### src/rtl/edge_capture.sv
// edge_capture: multi-channel edge detector and event recorder.
//
// Each channel synchronises an asynchronous input, detects rising, falling
// or both edges (EDGE_TYPE), stretches every detected edge into a pulse of
// PULSE_LEN clock cycles and latches a sticky "edge seen" flag. A shared
// saturating counter totals all detected edges across channels.
//
// Ports:
//   clk         system clock, all logic on the rising edge
//   rst_n       asynchronous active-low reset
//   en          detection enable (stretching continues while low)
//   in          channel inputs, may be asynchronous to clk
//   clr         synchronous clear of edge_flags and edge_count
//   pulse_out   per-channel stretched edge pulse (from registered counters)
//   edge_flags  per-channel sticky edge flags, registered
//   edge_count  saturating total of detected edges, registered
//
// There is no handshake on this block: inputs are sampled every cycle and
// outputs are plain registered status, valid in every cycle out of reset.
module edge_capture #(
  parameter int    DATA_WIDTH  = 8,
  parameter string EDGE_TYPE   = "RISE",
  parameter int    SYNC_STAGES = 2,
  parameter int    PULSE_LEN   = 1,
  parameter int    COUNT_WIDTH = 16
) (
  input  logic                   clk,
  input  logic                   rst_n,
  input  logic                   en,
  input  logic [DATA_WIDTH-1:0]  in,
  input  logic                   clr,
  output logic [DATA_WIDTH-1:0]  pulse_out,
  output logic [DATA_WIDTH-1:0]  edge_flags,
  output logic [COUNT_WIDTH-1:0] edge_count
);

  localparam int MODE = (EDGE_TYPE == "RISE") ? 0 :
                        (EDGE_TYPE == "FALL") ? 1 :
                        (EDGE_TYPE == "BOTH") ? 2 : 3;

  localparam logic [7:0] LEN_LOAD = 8'(PULSE_LEN);

  // Elaboration-time parameter checks.
  if (MODE == 3) begin : g_bad_edge_type
    $error("edge_capture: EDGE_TYPE must be \"RISE\", \"FALL\" or \"BOTH\"");
  end
  if (SYNC_STAGES < 0 || SYNC_STAGES > 3) begin : g_bad_sync
    $error("edge_capture: SYNC_STAGES must be 0..3");
  end
  if (PULSE_LEN < 1 || PULSE_LEN > 255) begin : g_bad_len
    $error("edge_capture: PULSE_LEN must be 1..255");
  end
  if (DATA_WIDTH < 1 || COUNT_WIDTH < $clog2(DATA_WIDTH + 1)) begin : g_bad_width
    $error("edge_capture: DATA_WIDTH >= 1 and COUNT_WIDTH >= clog2(DATA_WIDTH+1)");
  end

  // ---------------------------------------------------------------------
  // Input synchroniser
  // ---------------------------------------------------------------------
  logic [DATA_WIDTH-1:0] in_s;

  if (SYNC_STAGES == 0) begin : g_nosync
    assign in_s = in;
  end else begin : g_sync
    logic [DATA_WIDTH-1:0] sync_q [SYNC_STAGES];

    always_ff @(posedge clk or negedge rst_n) begin
      if (!rst_n) begin
        for (int i = 0; i < SYNC_STAGES; i++) sync_q[i] <= '0;
      end else begin
        sync_q[0] <= in;
        for (int i = 1; i < SYNC_STAGES; i++) sync_q[i] <= sync_q[i-1];
      end
    end

    assign in_s = sync_q[SYNC_STAGES-1];
  end

  // ---------------------------------------------------------------------
  // prev register and priming
  // ---------------------------------------------------------------------
  // The synchroniser flops come out of reset at 0, so for SYNC_STAGES > 0 the
  // first few in_s values are reset residue, not real samples. primed is held
  // off until both in_s and prev carry post-reset samples of `in`, so a level
  // already present at reset release is never mistaken for an edge. With no
  // synchroniser this is simply the first clock edge after release.
  logic [DATA_WIDTH-1:0] prev;
  logic                  primed;
  logic [1:0]            warm_cnt;

  always_ff @(posedge clk or negedge rst_n) begin
    if (!rst_n) begin
      prev     <= '0;
      primed   <= 1'b0;
      warm_cnt <= '0;
    end else begin
      prev <= in_s;
      if (!primed) begin
        if (warm_cnt == 2'(SYNC_STAGES)) primed   <= 1'b1;
        else                             warm_cnt <= warm_cnt + 2'd1;
      end
    end
  end

  // ---------------------------------------------------------------------
  // Edge detection (combinational)
  // ---------------------------------------------------------------------
  logic [DATA_WIDTH-1:0] rise;
  logic [DATA_WIDTH-1:0] fall;
  logic [DATA_WIDTH-1:0] det_sel;
  logic [DATA_WIDTH-1:0] det;

  always_comb begin
    rise    = in_s & ~prev;
    fall    = ~in_s & prev;
    det_sel = '0;
    case (MODE)
      0:       det_sel = rise;
      1:       det_sel = fall;
      default: det_sel = rise | fall;
    endcase
    det = (en && primed) ? det_sel : '0;
  end

  // ---------------------------------------------------------------------
  // Pulse stretchers
  // ---------------------------------------------------------------------
  // A detection always reloads the full length, so a retrigger mid-pulse
  // extends the pulse without a gap.
  logic [7:0] stretch [DATA_WIDTH];

  always_ff @(posedge clk or negedge rst_n) begin
    if (!rst_n) begin
      for (int i = 0; i < DATA_WIDTH; i++) stretch[i] <= 8'd0;
    end else begin
      for (int i = 0; i < DATA_WIDTH; i++) begin
        if (det[i])                  stretch[i] <= LEN_LOAD;
        else if (stretch[i] != 8'd0) stretch[i] <= stretch[i] - 8'd1;
      end
    end
  end

  always_comb begin
    pulse_out = '0;
    for (int i = 0; i < DATA_WIDTH; i++) pulse_out[i] = (stretch[i] != 8'd0);
  end

  // ---------------------------------------------------------------------
  // Sticky flags and saturating edge counter
  // ---------------------------------------------------------------------
  logic [COUNT_WIDTH-1:0] det_cnt;
  logic [COUNT_WIDTH:0]   count_sum;
  logic [COUNT_WIDTH-1:0] count_nxt;

  always_comb begin
    det_cnt = '0;
    for (int i = 0; i < DATA_WIDTH; i++) det_cnt = det_cnt + COUNT_WIDTH'(det[i]);
    // One extra bit catches the carry so saturation never wraps.
    count_sum = {1'b0, edge_count} + {1'b0, det_cnt};
    if (clr)                         count_nxt = det_cnt;
    else if (count_sum[COUNT_WIDTH]) count_nxt = '1;
    else                             count_nxt = count_sum[COUNT_WIDTH-1:0];
  end

  always_ff @(posedge clk or negedge rst_n) begin
    if (!rst_n) begin
      edge_flags <= '0;
      edge_count <= '0;
    end else begin
      // A detection in the same cycle as clr survives the clear.
      edge_flags <= clr ? det : (edge_flags | det);
      edge_count <= count_nxt;
    end
  end

endmodule

### config.mk
export PLATFORM = sky130hd
export DESIGN_NAME = edge_capture
export DESIGN_NICKNAME = d
export VERILOG_FILES = /design/src/rtl/edge_capture.sv
export SDC_FILE = /design/constraint.sdc
export NUM_CORES = 1
export LEC_CHECK = 0
export ABC_CLOCK_PERIOD_IN_PS = 6800
export CORE_AREA = 5 5 124 126
export CTS_CLUSTER_SIZE = 12
export DETAILED_ROUTE_END_ITERATION = 12
export DIE_AREA = 0 0 129 131
export DONT_BUFFER_PORTS = 1
export SLEW_MARGIN = 20
export SYNTH_ARGS = -nofsm -noshare
export SYNTH_HDL_FRONTEND = slang
export SYNTH_SLANG_ARGS = --single-unit
### constraint.sdc
create_clock -name clk -period 6.8 [get_ports clk]
set_input_delay 0.34 -clock clk [delete_from_list [all_inputs] [get_ports clk]]
set_output_delay 0.34 -clock clk [all_outputs]
set_load 0.03 [all_outputs]
==> impl_metrics.yaml <==
global_routing:
  grt_max_degree: 116
  antenna_found_initial: 0
  grt-ovfl-total: 0
  grt_pass1_wl_microns: 18550
  grtUsageTotal_pct: 14.09
  grt_pass1_vias: 3888
synthesis:
  synth_area_sq_mm: 0.005530
  synth_seq_area_share_pct: 52.04
  synth_top_area_share_pct: 52.04
  ys.flop_type: "dfrtp_1"
  yosys-top-cells-area: "dfrtp_1 52%, ha_1 3.6%, nor2_1 3.5%"
  synth-edff-count: 0
  syn_inst: 528
  synth.net_count: 561
  synth.avg_cell_area_sq_um: 10.47
  yosysMostFrequentCell: "dfrtp_1"
  synth.distinct_cells: 46
  yosysWarnings: 0
  synth_common_cells: "115 x dfrtp_1, 52 x nor2_1, 43 x inv_1"
  synth_top_area_cell: "dfrtp_1"
  async_reset_ff_share_pct: 100.0
  synth_seq_cells: 115
job:
  max-cap-violations: 0
routing:
  firstDrtPassIters: 5
  ant_nets: 0
  drt_iter0_drc: 156
  vias: 3879
  wl_per_cell_microns: 14.72
  drc_errors: 0
  wirelength_microns: 10920
  routed_via_density: 5.228
setup_path:
  crit_path_cell_trace: "nand2_1, nor3b_2, fa_1, inv_1, fa_1, fa_1, inv_1, ha_1, inv_1, fa_1, fa_1, nand2b_1, a211oi_2, nand3_1, a31oi_1"
  path_buf_inv: 3
  worstPathArrival_ns: 5.77
  path_common_cell: "fa_1"
  endpoint_kind: "flop"
  critPathTopFamily: "adder cells"
  worstSetupPathType: "reg2reg"
  worst_ep_required_time_ns: 7.12
  path_max_fanout: 10
  startpoint_type: "flop"
  cp_slowest_cell: "nor3b_2"
  cp_slowest_stage_delay_ns: 0.70
sta:
  fin_hold_ws_ns: 0.04659
  finalSetupTns_ns: 0
  rsz0062_at_grt: "no"
  period_share_pct: 80.18
  worst_pin_slew_ns: 0.8690
  slew_viol_final: 0
  fin_crit_ns: 5.452
  max-slew-margin-rel_pct: 42.07
  clock-skew-final_ns: 0.006303
  max_freq_ghz: 0.1834
  finalHoldViolCount: 0
  setup_viol: 0
floorplan:
  die_w_microns: 129
  num_io_pins: 44
  die_y_microns: 131
  rows: 44
  core_area_sq_mm: 0.01420
  start_util_pct: 38.94
  die_area_sq_mm: 0.01690
finish:
  post-route-util_pct: 45.25
  final_nets: 580
  drive_gt1_share_pct: 9.140
  synthToLayoutAreaGrowth_pct: 16.22
  n_antenna_cell: 0
  fin_cells: 742
clock_network:
  cts.reportedPaths.clkPinSlew_ns: 0.05
  clockBufferDepth: 2
  htreeDepth: 4
  clock_latency_ns: 0.41
  cts-root-buf: "clkbuf_16"
  cts.sinks: 115
  numCtsBuffers: 17
  cts_tree: "built"
min_path:
  hp-class: "in2reg"
placement:
  gp_congestion: 0.8232
  dp_cells: 701
  io_buffers: 0
  dp_hpwl_microns: 7404
power_and_ir_drop:
  p_leak_nw: 2.865
  irDropWorstVdd_mv: 0.1705
  power_density_mw_per_mm2: 443.4
run_status:
  outcome: "complete, no violations"
-- area by class of cell --
class                   instances  area [sq um]
clock inverters                 4         70.07
repair buffers                 11         127.6
inverters                      43         161.4
well taps                     184         230.2
flip-flops and latches        115          2878
fillers                      1350          7776
clock buffers                  26         519.2
multi-input cells             359          2441
-- path summary, 6_finish.rpt --
path,start,end,slack [ns],cells past startpoint
min in group asynchronous,rst_n,stretch[29],0.56,2
max,primed,edge_count[1],1.35,15
max in group asynchronous,rst_n,prev[6],5.82,2
min reg2reg,g_sync.sync_q[14],in_s[6],0.34,0
max reg2reg,primed,edge_count[1],1.35,15
min,clr,edge_count[0],0.05,1
-- state kept, by name, indices dropped and copies added, names as in the netlist --
signal	count
edge_count	16
edge_flags	8
warm_cnt	2
stretch	64
in_s	8
g_sync.sync_q	8
prev	8
primed	1
-- kinds of logic after synthesis --
family / Yosys count / share of synthesized area, %
buf+inv: 54 / 3.823
fa+ha+maj: 21 / 5.430
mux: 17 / 3.077
xor+xnor: 23 / 3.643
compound gates: 94 / 11.36
flops: 115 / 52.04
simple gates: 204 / 20.63
-- power by group --
group | switching [mW] | internal, mW
Clock | 0.289 | 0.592
Sequential | 0.243 | 0.894
Combinational | 0.444 | 0.388
-- per-stage QoR --
step / total power, mW / cell area, sq um / setup slack [ns]
after global routing: 3.070 / 6427 / 0.8939
final: 2.850 / 6427 / 1.348
after CTS: 2.885 / 6427 / 1.284
after global placement: 1.909 / 5710 / 1.402
after detailed placement: 1.960 / 5710 / 1.336
after floorplan: 1.791 / 5530 / 2.035
-- routing by layer --
metal	up-vias	track usage, %	share of wire [%]
li1	1891	-	-
met1	1894	17.22	44
met2	73	21.83	47
met3	21	5.813	6.9
met4	0	6.485	1.9
met5	-	0	0
-- placed cells by master (no fill, tap or decap), types with 13 or more instances in the layout --
master / instances
nor2_1: 52
clkbuf_16: 17
xnor2_1: 14
inv_1: 43
nand2_1: 38
mux2i_1: 17
ha_1: 16
nor3_1: 16
dfrtp_1: 115
nand2b_1: 13
a21oi_1: 34
-- timing repair --
item / 4_1_cts / 5_1_grt
hold buffers: 11 / 0
hold endpoints to repair: 132 / 0
gates resized for setup: 0 / 0
setup buffers: 0 / 0
Power figures use the tool's default switching activity.
